**src/rtl/keypad_decoder.sv**
```systemverilog
// keypad_decoder
//   Debounces the 4x4 keypad scanner's one-hot {row, col} pair and turns each
//   physical press into a 4-bit key code {row_idx, col_idx}. The codes are
//   queued in a small FIFO that the consumer reads through a valid/ready
//   handshake.
//
// Ports
//   clk, rst_n    system clock, asynchronous active-low reset
//   row_pressed   one-hot row of the pressed key, 0 = none
//   col_pressed   one-hot column of the pressed key, 0 = none
//   key_valid     FIFO head holds a key event
//   key_code      FIFO head code {row_idx[1:0], col_idx[1:0]}; 0 when empty
//   key_ready     consumer accepts the head
//   key_held      a debounced valid key is currently down
//   multi_err     sticky: a debounced pair was neither none nor one-hot/one-hot
//   overflow      sticky: an event was dropped because the FIFO was full
//   err_clr       synchronous clear of multi_err and overflow
//   state_dbg     current FSM state (0 = IDLE, 1 = HELD)
//
// Handshake: an event transfers on every rising clk edge where
// key_valid && key_ready. key_valid stays high and key_code stays constant
// until that transfer happens; key_ready may be asserted freely and has no
// effect while key_valid is low.

module keypad_decoder #(
  parameter int DEBOUNCE_CYCLES = 64,
  parameter int FIFO_DEPTH      = 4
) (
  input  logic       clk,
  input  logic       rst_n,
  input  logic [3:0] row_pressed,
  input  logic [3:0] col_pressed,
  output logic       key_valid,
  output logic [3:0] key_code,
  input  logic       key_ready,
  output logic       key_held,
  output logic       multi_err,
  output logic       overflow,
  input  logic       err_clr,
  output logic       state_dbg
);

  localparam int CW = (DEBOUNCE_CYCLES > 2) ? $clog2(DEBOUNCE_CYCLES) : 1;
  localparam int AW = $clog2(FIFO_DEPTH);
  localparam logic [CW-1:0] CNT_MAX = CW'(DEBOUNCE_CYCLES - 1);
  localparam logic [AW:0]   DEPTH_V = (AW+1)'(FIFO_DEPTH);

  typedef enum logic {
    S_IDLE = 1'b0,
    S_HELD = 1'b1
  } state_t;

  function automatic logic is_onehot(input logic [3:0] v);
    return (v != 4'd0) && ((v & (v - 4'd1)) == 4'd0);
  endfunction

  function automatic logic [1:0] enc(input logic [3:0] v);
    logic [1:0] r;
    case (v)
      4'b0010: r = 2'd1;
      4'b0100: r = 2'd2;
      4'b1000: r = 2'd3;
      default: r = 2'd0;
    endcase
    return r;
  endfunction

  // Registered state
  logic [7:0]    pair_q,      pair_d;
  logic [CW-1:0] cnt_q,       cnt_d;
  logic          handled_q,   handled_d;
  state_t        state_q,     state_d;
  logic          key_held_q,  key_held_d;
  logic [3:0]    last_code_q, last_code_d;
  logic          multi_err_q, multi_err_d;
  logic          overflow_q,  overflow_d;
  logic [3:0]    mem_q [FIFO_DEPTH];
  logic [3:0]    mem_d [FIFO_DEPTH];
  logic [AW-1:0] wr_ptr_q,    wr_ptr_d;
  logic [AW-1:0] rd_ptr_q,    rd_ptr_d;
  logic [AW:0]   count_q,     count_d;

  // Combinational helpers
  logic [7:0] pair_in;
  logic       pair_changed;
  logic       stable;
  logic       act;
  logic       pair_none;
  logic       pair_valid;
  logic [3:0] code_cur;
  logic       push_req;
  logic       multi_set;
  logic       fifo_full;
  logic       fifo_empty;
  logic       do_pop;
  logic       do_push;
  logic       ovf_set;

  // Debounce: the counter restarts whenever the freshly registered pair differs
  // from the previous one and saturates at CNT_MAX. handled_q marks that the
  // FSM has already acted on the current stable pair, so a long hold is
  // processed exactly once.
  always_comb begin
    pair_in      = {row_pressed, col_pressed};
    pair_changed = (pair_in != pair_q);
    pair_d       = pair_in;
    cnt_d        = cnt_q;
    if (pair_changed) begin
      cnt_d = '0;
    end else if (cnt_q != CNT_MAX) begin
      cnt_d = cnt_q + CW'(1);
    end
    stable     = (cnt_q == CNT_MAX);
    act        = stable && !handled_q;
    handled_d  = handled_q;
    if (pair_changed) begin
      handled_d = 1'b0;
    end else if (act) begin
      handled_d = 1'b1;
    end
    pair_none  = (pair_q == 8'd0);
    pair_valid = is_onehot(pair_q[7:4]) && is_onehot(pair_q[3:0]);
    code_cur   = {enc(pair_q[7:4]), enc(pair_q[3:0])};
  end

  // FSM next state. key_held_q also serves as "last_code_q is meaningful":
  // HELD entered through a bad pair has no reference code, so the first valid
  // pair seen afterwards is always reported.
  always_comb begin
    state_d     = state_q;
    key_held_d  = key_held_q;
    last_code_d = last_code_q;
    push_req    = 1'b0;
    multi_set   = 1'b0;
    if (act) begin
      case (state_q)
        S_IDLE: begin
          if (pair_valid) begin
            push_req    = 1'b1;
            key_held_d  = 1'b1;
            last_code_d = code_cur;
            state_d     = S_HELD;
          end else if (!pair_none) begin
            multi_set = 1'b1;
            state_d   = S_HELD;
          end
        end
        S_HELD: begin
          if (pair_none) begin
            key_held_d = 1'b0;
            state_d    = S_IDLE;
          end else if (pair_valid) begin
            if (!key_held_q || (code_cur != last_code_q)) begin
              push_req    = 1'b1;
              key_held_d  = 1'b1;
              last_code_d = code_cur;
            end
          end else begin
            multi_set = 1'b1;
          end
        end
        default: state_d = S_IDLE;
      endcase
    end
  end

  // FIFO and sticky flags. A push into a full FIFO still succeeds when the
  // head is being popped in the same cycle.
  always_comb begin
    fifo_full  = (count_q == DEPTH_V);
    fifo_empty = (count_q == '0);
    do_pop     = key_ready && !fifo_empty;
    do_push    = push_req && (!fifo_full || do_pop);
    ovf_set    = push_req && fifo_full && !do_pop;

    mem_d = mem_q;
    if (do_push) begin
      mem_d[wr_ptr_q] = code_cur;
    end
    wr_ptr_d = do_push ? wr_ptr_q + AW'(1) : wr_ptr_q;
    rd_ptr_d = do_pop  ? rd_ptr_q + AW'(1) : rd_ptr_q;
    count_d  = count_q;
    case ({do_push, do_pop})
      2'b10:   count_d = count_q + (AW+1)'(1);
      2'b01:   count_d = count_q - (AW+1)'(1);
      default: count_d = count_q;
    endcase

    // A set event in the same cycle as err_clr wins.
    multi_err_d = multi_set ? 1'b1 : (err_clr ? 1'b0 : multi_err_q);
    overflow_d  = ovf_set   ? 1'b1 : (err_clr ? 1'b0 : overflow_q);
  end

  always_ff @(posedge clk or negedge rst_n) begin
    if (!rst_n) begin
      pair_q      <= '0;
      cnt_q       <= '0;
      handled_q   <= 1'b0;
      state_q     <= S_IDLE;
      key_held_q  <= 1'b0;
      last_code_q <= '0;
      multi_err_q <= 1'b0;
      overflow_q  <= 1'b0;
      for (int i = 0; i < FIFO_DEPTH; i++) begin
        mem_q[i] <= '0;
      end
      wr_ptr_q    <= '0;
      rd_ptr_q    <= '0;
      count_q     <= '0;
    end else begin
      pair_q      <= pair_d;
      cnt_q       <= cnt_d;
      handled_q   <= handled_d;
      state_q     <= state_d;
      key_held_q  <= key_held_d;
      last_code_q <= last_code_d;
      multi_err_q <= multi_err_d;
      overflow_q  <= overflow_d;
      mem_q       <= mem_d;
      wr_ptr_q    <= wr_ptr_d;
      rd_ptr_q    <= rd_ptr_d;
      count_q     <= count_d;
    end
  end

  assign key_valid = !fifo_empty;
  assign key_code  = fifo_empty ? 4'd0 : mem_q[rd_ptr_q];
  assign key_held  = key_held_q;
  assign multi_err = multi_err_q;
  assign overflow  = overflow_q;
  assign state_dbg = state_q;

endmodule

```
**config.mk**
```make
export PLATFORM = sky130hd
export DESIGN_NAME = keypad_decoder
export DESIGN_NICKNAME = d
export VERILOG_FILES = /design/src/rtl/keypad_decoder.sv
export SDC_FILE = /design/constraint.sdc
export NUM_CORES = 1
export LEC_CHECK = 0
export ABC_AREA = 1
export CORE_MARGIN = 5
export CORE_UTILIZATION = 30
export CTS_CLUSTER_DIAMETER = 150
export DETAILED_ROUTE_END_ITERATION = 10
export PLACE_DENSITY = 0.53
export SLEW_MARGIN = 20
export SYNTH_ARGS = -nofsm -noshare
export SYNTH_HDL_FRONTEND = slang
export SYNTH_SLANG_ARGS = --single-unit
```
**constraint.sdc**
```tcl
create_clock -name clk -period 5.9 [get_ports clk]
set_input_delay 1.18 -clock clk [delete_from_list [all_inputs] [get_ports clk]]
set_output_delay 1.18 -clock clk [all_outputs]
set_load 0.005 [all_outputs]
```
==> results.json, run 1 <==
{
  "syn_to_final_growth_pct": 17.0,
  "period_minus_slack_ns": 3.04,
  "syn_inst": 294,
  "fmaxAchievable_mhz": 329,
  "antenna_found_initial": 0,
  "synth_edf_count": 0,
  "synth_flop_cell": "dfrtp_1",
  "run_status": "finished, final reports clean",
  "htree_levels": 2,
  "worst_slew_pin_slew_ns": 0.588,
  "n_fill_cell": 864,
  "path_clk_slew_ns": 0.10,
  "numCtsBuffers": 5,
  "rows": 33,
  "io_buffers": 20,
  "cts_sinks": 46,
  "n_antenna_cell": 0,
  "synth_area_leaders": "dfrtp_1 47%, nand2_1 13%, inv_1 5.5%",
  "vias": 1844,
  "ys_warn_count": 0,
  "utilization": 0.354,
  "async_reset_ff_frac": 1.00,
  "vias_per_cell": 4.34,
  "ctsResizeCount": 0,
  "synth_top_area_frac": 0.470,
  "pre_cts_ws_ns": 2.57,
  "cp_max_fo": 10,
  "syn-num-nets": 313,
  "grt_pass1_wl_um": 8760,
  "gp_congestion": 0.728,
  "die_y_um": 100,
  "p_total_mw": 0.766,
  "dpl_cell_area_sq_um": 2770,
  "synth_seq_area_share": 0.470,
  "crit_type": "flip-flop to output port",
  "hpwl_um": 3660,
  "avgSynthCellArea_sq_um": 8.34,
  "worst_ep_required_time_ns": 4.72,
  "period_share": 0.515,
  "start_util": 0.303,
  "final_area_sq_um": 2870,
  "final_cells": 425,
  "antenna_left": 0,
  "cap_violations": 0,
  "firstDrtPassIters": 4,
  "drc": 0,
  "worstPathArrival_ns": 1.86,
  "synth_area_leader_cell": "dfrtp_1",
  "dieWidth_um": 100,
  "cts_hold_buffers": 0,
  "netlist_top_cells_count": "84 x nand2_1, 46 x dfrtp_1, 36 x inv_1",
  "core_sq_um": 8090,
  "io_pins": 21,
  "ys_types": 28,
  "drv_slew": 0,
  "hold_path.class": "flip-flop to flip-flop",
  "tritoncts": "done",
  "p_leak_nw": 1.41,
  "setup_viol": 0,
  "cellPowerDensity_nw_per_um2": 267,
  "cts.path.max_buffers": 2,
  "startpoint_type": "flip-flop",
  "grt_remaining_overflow": 0,
  "rsz0062_at_grt": "false",
  "dieArea_sq_um": 10100,
  "finalNetCount": 338,
  "grt_pass1_vias": 1938,
  "vdd_drop_max_mv": 0.130,
  "netlist_area_sq_um": 2450,
  "drtIter0Drc": 34,
  "track_usage": 0.108,
  "hold_violations": 0,
  "yosysMostFrequentCell": "nand2_1",
  "cts_setup_buffers": 0,
  "ys_seq_elements": 46,
  "whs_ns": 0.481,
  "cts_root_buf": "clkbuf_8",
  "maxSlewHeadroom": 0.608,
  "layout_setup_ws_ns": 2.86,
  "wl_per_cell_um": 11.3,
  "crit_path_end_kind": "output port",
  "clock_latency_ns": 0.30,
  "place_inst": 417,
  "clock_skew_ns": 0.0135,
  "final_layout_size_suffix_gt1_frac": 0.0906,
  "grt_max_degree": 47,
  "fin_tns_setup_ns": 0,
  "drt-total-wl_um": 4800
}
layout make-up:
| cell class | instances | area [sq um] | area share |
|---|---|---|---|
| Clock buffer | 6 | 82.6 | 0.0288 |
| Timing Repair Buffer | 20 | 198 | 0.0689 |
| Tap cell | 105 | 131 | 0.0458 |
| Sequential cell | 46 | 1150 | 0.401 |
| Inverter | 38 | 143 | 0.0497 |
| Multi-Input combinational cell | 208 | 1150 | 0.401 |
| Clock inverter | 2 | 12.5 | 0.00436 |
path summary, 6_finish.rpt:
| check | startpoint | to | slack [ns] | depth (start not counted) |
|---|---|---|---|---|
| max reg2reg | pair_q[4] | count_q[2] | 3.33 | 13 |
| min | mem_q[2] | mem_q[2] | 0.48 | 2 |
| min reg2reg | mem_q[2] | mem_q[2] | 0.48 | 2 |
| min in group asynchronous | rst_n | mem_q[13] | 0.88 | 1 |
| max | rd_ptr_q[0] | key_code[1] | 2.86 | 4 |
| max in group asynchronous | rst_n | cnt_q[2] | 4.62 | 1 |
critical path: stages, from the launching register on:
cell and delay (ns):
dfrtp_1 0.50, inv_1 0.24, o21ai_0 0.13, a21oi_1 0.16, clkdlybuf4s50_1 0.51
metal layers:
layer,share of wire,GRT usage
met4,0.011,0.0311
met2,0.47,0.177
met1,0.48,0.140
met5,0,0
met3,0.035,0.0278
kinds of logic after synthesis:
kind of cell,count (synthesis),share of synthesized area
adder cells (fa/ha/maj),7,0.0388
buffers and inverters,40,0.0613
AND/OR/NAND/NOR,157,0.313
AO/OA/AOI/OAI,29,0.0633
flip-flops,46,0.470
XOR/XNOR,15,0.0536
registers in the layout (all words and copies together) (netlist names):
register	count
mem_q	16
pair_q	8
cnt_q	6
last_code_q	4
count_q	3
rd_ptr_q	2
wr_ptr_q	2
handled_q	1
key_held	1
multi_err	1
overflow	1
state_dbg	1
where the power goes:
part           switching (mW)  total [mW]  internal, mW  leakage (nW)
Sequential             0.0277       0.364         0.336         0.608
Clock                   0.111       0.205        0.0944        0.0472
Combinational           0.101       0.197        0.0966         0.752
cells in the final DEF (no fill, tap or decap):
| master | n |
|---|---|
| nand3_1 | 7 |
| nand2_4 | 2 |
| nor2_8 | 2 |
| nor2_4 | 5 |
| inv_2 | 2 |
| a21oi_1 | 7 |
| nand3_4 | 1 |
| xnor2_1 | 11 |
| o21ai_0 | 16 |
| a211oi_1 | 2 |
| nand2_1 | 84 |
| xor2_1 | 4 |
| or2_2 | 1 |
| ha_1 | 6 |
| clkbuf_8 | 6 |
| nand3b_4 | 1 |
| clkinvlp_4 | 1 |
| nand4_1 | 10 |
| o22ai_1 | 2 |
| dfrtp_1 | 46 |
| nor3_1 | 4 |
| nand3_2 | 2 |
| clkdlybuf4s50_1 | 19 |
| inv_1 | 36 |
| o21ai_1 | 1 |
| nor2_2 | 2 |
| fa_1 | 1 |
| nor2_1 | 34 |
| buf_4 | 1 |
| o21a_1 | 1 |
| clkinv_2 | 1 |
| nand2_2 | 2 |
No activity file was read; power rests on OpenSTA's default activity.
==> inputs of run 2 (changes only) <==
--- a/config.mk
+++ b/config.mk
@@ -10,7 +10,7 @@
 export CORE_UTILIZATION = 30
 export CTS_CLUSTER_DIAMETER = 150
 export DETAILED_ROUTE_END_ITERATION = 10
-export PLACE_DENSITY = 0.53
+export PLACE_DENSITY = 0.55
 export SLEW_MARGIN = 20
 export SYNTH_ARGS = -nofsm -noshare
 export SYNTH_HDL_FRONTEND = slang
==> constraint.sdc (replaced) <==
create_clock -name clk -period 2.6 [get_ports clk]
set_input_delay 0.52 -clock clk [delete_from_list [all_inputs] [get_ports clk]]
set_output_delay 0.52 -clock clk [all_outputs]
set_load 0.005 [all_outputs]
==> run 2 against run 1 <==
Net effect:
- sequential power grew 130%
- die area did not move
- first-iteration DRC count is 140% higher
- sequential share of layout area down 0.97 points
- final area grew 2.5%
- clock power rose to 2.6 times the previous value
- flip-flop and latch count stayed put
- clock-buffer cell count increased by 1
- total power grew 140%
- critical path depth stayed put
- combinational power rose by 130%
- register-to-register slack worse by 3.1 ns
==> results.json, run 2 (synthesis gave the netlist of run 1 again) <==
{
  "final_layout_size_suffix_gt1_frac": 0.101,
  "clock_skew_ns": 0.00770,
  "antenna_found_initial": 0,
  "grt_pass1_vias": 1959,
  "hpwl_um": 3610,
  "seq_area_sq_um": 1150,
  "tritoncts": "done",
  "cts_root_buf": "clkbuf_8",
  "hold_violations": 0,
  "rr_worst_depth": 13,
  "rows": 33,
  "drt-total-wl_um": 4840,
  "cellPowerDensity_nw_per_um2": 616,
  "wl_per_cell_um": 11.2,
  "critical-path-max-stage-delay_ns": 0.52,
  "dieWidth_um": 100,
  "grt_max_degree": 47,
  "n_antenna_cell": 0,
  "finalNetCount": 344,
  "path_cells": "inv_1 -> o21ai_0 -> a21oi_1 -> clkdlybuf4s50_1",
  "maxSlewHeadroom": 0.779,
  "cts.path.max_buffers": 2,
  "layout_commonest_cell": "nand2_1",
  "io_buffers": 20,
  "firstDrtPassIters": 4,
  "most-common-layout-cells": "84 x nand2_1, 46 x dfrtp_1, 36 x inv_1",
  "worst_path_max_delay_cell": "clkdlybuf4s50_1",
  "largest_registers": "mem_q x16, pair_q x8, cnt_q x6",
  "hold_path.class": "input pin to asynchronous set/reset pin",
  "grt_pass1_wl_um": 8920,
  "top_register": "mem_q",
  "start_util": 0.303,
  "worst-path-buf-inv": 2,
  "final_area_sq_um": 2940,
  "drv_slew": 0,
  "worst_ep_required_time_ns": 2.08,
  "vdd_drop_max_mv": 0.202,
  "n_fill_cell": 860,
  "vias": 1873,
  "clock_latency_ns": 0.30,
  "fmaxAchievable_mhz": 416,
  "multiInputGateArea_sq_um": 1150,
  "largest_reg_flops": 16,
  "grt_remaining_overflow": 0,
  "path_clk_slew_ns": 0.09,
  "utilization": 0.363,
  "reg2reg_slack_ns": 0.22,
  "io_pins": 21,
  "crit_path_end_kind": "output port",
  "path_delay_family": "buffers and inverters",
  "run_status": "finished, final reports clean",
  "numCtsBuffers": 5,
  "worst_slew_pin_slew_ns": 0.332,
  "drc": 0,
  "fin_tns_setup_ns": 0,
  "reg2reg_from": "pair_q[4]",
  "cts_sinks": 46,
  "period_minus_slack_ns": 2.41,
  "dieArea_sq_um": 10100,
  "dpl_cell_area_sq_um": 2810,
  "vias_per_cell": 4.35,
  "worstPathArrival_ns": 1.89,
  "core_sq_um": 8090,
  "cap_violations": 0,
  "rr_endpoint": "count_q[2]",
  "track_usage": 0.109,
  "htree_levels": 2,
  "setup_viol": 0,
  "syn_to_final_growth_pct": 19.9,
  "p_leak_nw": 1.44,
  "cp_num_cells": 4,
  "crit_type": "flip-flop to output port",
  "antenna_left": 0,
  "rsz0062_at_grt": "false",
  "period_share": 0.925,
  "gp_congestion": 0.763,
  "die_y_um": 100,
  "startpoint_type": "flip-flop",
  "cp_max_fo": 10,
  "drtIter0Drc": 81
}
[run 2: layout make-up]
cell class / instances / share of cell area
inverter: 38 / 0.0485
multi-input combinational: 208 / 0.393
clock buffer: 7 / 0.0260
sequential: 46 / 0.392
tap: 105 / 0.0447
timing repair buffer: 26 / 0.0860
clock inverter: 1 / 0.0102
[run 2: what timing repair did]
action / in CTS / in global routing
gates resized for setup: 0 / 1
hold buffers: 0 / 0
setup endpoints to repair: 0 / 1
buffers inserted: 0 / 3
endpoints found under the hold margin: 0 / 0
[run 2: power breakdown]
group	internal, mW	total [mW]	switching [mW]
Clock	0.288	0.524	0.236
Sequential	0.763	0.827	0.0642
Combinational	0.228	0.459	0.232
[run 2: how the worst max path moves through the flow]
stage,from,end,slack [ns]
2_1_floorplan,pair_q[4],count_q[2],0.27
3_3_place_gp,pair_q[4],count_q[2],0.23
3_5_place_dp,pair_q[5],count_q[2],0.15
4_1_cts,pair_q[5],count_q[2],0.15
5_1_grt,pair_q[5],count_q[2],0.03
6_report,rd_ptr_q[0],key_code[0],0.19
[run 2: metrics by stage]
stage | instances | hold slack [ns] | setup slack (ns) | power [mW]
floorplan | 294 | 0.224 | 0.273 | 1.10
global placement | 420 | 0.459 | 0.230 | 1.30
detailed placement | 420 | 0.460 | 0.155 | 1.31
CTS | 428 | 0.193 | 0.150 | 1.84
global route | 431 | 0.202 | 0.0338 | 1.94
finish | 431 | 0.183 | 0.194 | 1.81
[run 2: per-layer routing]
layer  track usage  share of wire  vias to the layer above
li1              -              -                      986
met1         0.148           0.51                      857
met2         0.173           0.45                       25
met3        0.0271          0.031                        5
met4        0.0311          0.011                        0
met5             0              0                        -
==> inputs of run 3 (changes only) <==
--- a/config.mk
+++ b/config.mk
@@ -10,7 +10,8 @@
 export CORE_UTILIZATION = 30
 export CTS_CLUSTER_DIAMETER = 150
 export DETAILED_ROUTE_END_ITERATION = 10
-export PLACE_DENSITY = 0.55
+export PLACE_DENSITY = 0.54
+export SKIP_CTS_REPAIR_TIMING = 1
 export SLEW_MARGIN = 20
 export SYNTH_ARGS = -nofsm -noshare
 export SYNTH_HDL_FRONTEND = slang
==> run 3 against run 2 <==
Net effect:
- global-route usage about the same
- combinational power down 2%
- critical path depth stayed put
- via count increased by 0.48%
- critical path type unchanged
- highest routed layer unchanged
==> results.json, run 3 (synthesis gave the netlist of run 1 again) <==
{
  "antenna_left": 0,
  "dieWidth_um": 100,
  "io_buffers": 20,
  "grt_max_degree": 28,
  "clock_skew_ns": 0.0131,
  "vdd_drop_max_mv": 0.192,
  "largest_reg_flops": 16,
  "worstPathArrival_ns": 1.88,
  "top_register": "mem_q",
  "core_sq_um": 8090,
  "hpwl_um": 3840,
  "grt_pass1_wl_um": 8810,
  "period_minus_slack_ns": 2.40,
  "rsz0062_at_grt": "false",
  "crit_path_end_kind": "output port",
  "worst_path_max_delay_cell": "clkdlybuf4s50_1",
  "die_y_um": 100,
  "dpl_cell_area_sq_um": 2800,
  "rr_endpoint": "count_q[2]",
  "crit_type": "flip-flop to output port",
  "grt_pass1_vias": 1879,
  "fin_tns_setup_ns": 0,
  "worst_slew_pin_slew_ns": 0.632,
  "p_leak_nw": 1.45,
  "drc": 0,
  "layout_commonest_cell": "nand2_1",
  "reg2reg_from": "pair_q[4]",
  "reg2reg_slack_ns": 0.24,
  "track_usage": 0.109,
  "antenna_found_initial": 0,
  "worst-path-buf-inv": 2,
  "hold_path.class": "input pin to asynchronous set/reset pin",
  "drv_slew": 0,
  "worst_ep_required_time_ns": 2.08,
  "io_pins": 21,
  "drt-total-wl_um": 5030,
  "path_clk_slew_ns": 0.09,
  "vias_per_cell": 4.36,
  "most-common-layout-cells": "84 x nand2_1, 46 x dfrtp_1, 36 x inv_1",
  "tritoncts": "done",
  "cellPowerDensity_nw_per_um2": 621,
  "dieArea_sq_um": 10100,
  "syn_to_final_growth_pct": 20.2,
  "maxSlewHeadroom": 0.579,
  "clock_latency_ns": 0.30,
  "period_share": 0.925,
  "htree_levels": 2,
  "startpoint_type": "flip-flop",
  "start_util": 0.303,
  "grt_remaining_overflow": 0,
  "wl_per_cell_um": 11.6,
  "utilization": 0.364,
  "cp_max_fo": 10,
  "rows": 33,
  "setup_viol": 0,
  "cts_sinks": 46,
  "firstDrtPassIters": 4,
  "whs_ns": 0.226,
  "rr_worst_depth": 13,
  "final_layout_size_suffix_gt1_frac": 0.113,
  "numCtsBuffers": 5,
  "critical-path-max-stage-delay_ns": 0.52,
  "cap_violations": 0,
  "drtIter0Drc": 37,
  "vias": 1882,
  "run_status": "finished, final reports clean",
  "path_cells": "inv_1 -> o21ai_0 -> a21oi_1 -> clkdlybuf4s50_1",
  "path_delay_family": "buffers and inverters",
  "hold_violations": 0,
  "finalNetCount": 346,
  "final_area_sq_um": 2950,
  "gp_congestion": 0.775,
  "cts_root_buf": "clkbuf_8",
  "cts.path.max_buffers": 2,
  "n_antenna_cell": 0,
  "fmaxAchievable_mhz": 416,
  "largest_registers": "mem_q x16, pair_q x8, cnt_q x6"
}
## run 3: report_power, final
group	internal, mW	leakage [nW]	total, mW	switching (mW)
clock network	0.308	0.0573	0.551	0.243
registers	0.763	0.608	0.828	0.0653
logic	0.223	0.785	0.449	0.225
total	1.29	1.45	1.83	0.534
## run 3: how the worst max path moves through the flow
stage,from,end,depth (start not counted)
after global routing,pair_q[5],count_q[2],13
after detailed placement,pair_q[4],count_q[2],13
final,rd_ptr_q[0],key_code[3],4
after floorplan,pair_q[4],count_q[2],13
after CTS,pair_q[4],count_q[2],13
after global placement,pair_q[4],count_q[2],13
## run 3: metal layers
metal,global-route usage,up-vias,part of all wire
li1,-,985,-
met1,0.149,862,0.51
met2,0.173,28,0.44
met3,0.0250,7,0.037
met4,0.0342,0,0.012
met5,0,-,0
## run 3: final cells by class
class	count	area (sq um)
Tap cell	105	131
Clock inverter	1	30.0
Multi-Input combinational cell	208	1150
Sequential cell	46	1150
Timing Repair Buffer	28	255
Fill cell	862	5150
Clock buffer	6	82.6
Inverter	38	143
## run 3: per-stage QoR
stage          setup slack, ns  power, mW  instances
2_1_floorplan            0.273       1.10        294
3_3_place_gp             0.214       1.30        421
3_5_place_dp             0.171       1.30        421
4_1_cts                  0.172       1.85        428
5_1_grt                 0.0216       1.95        432
6_report                 0.195       1.83        432
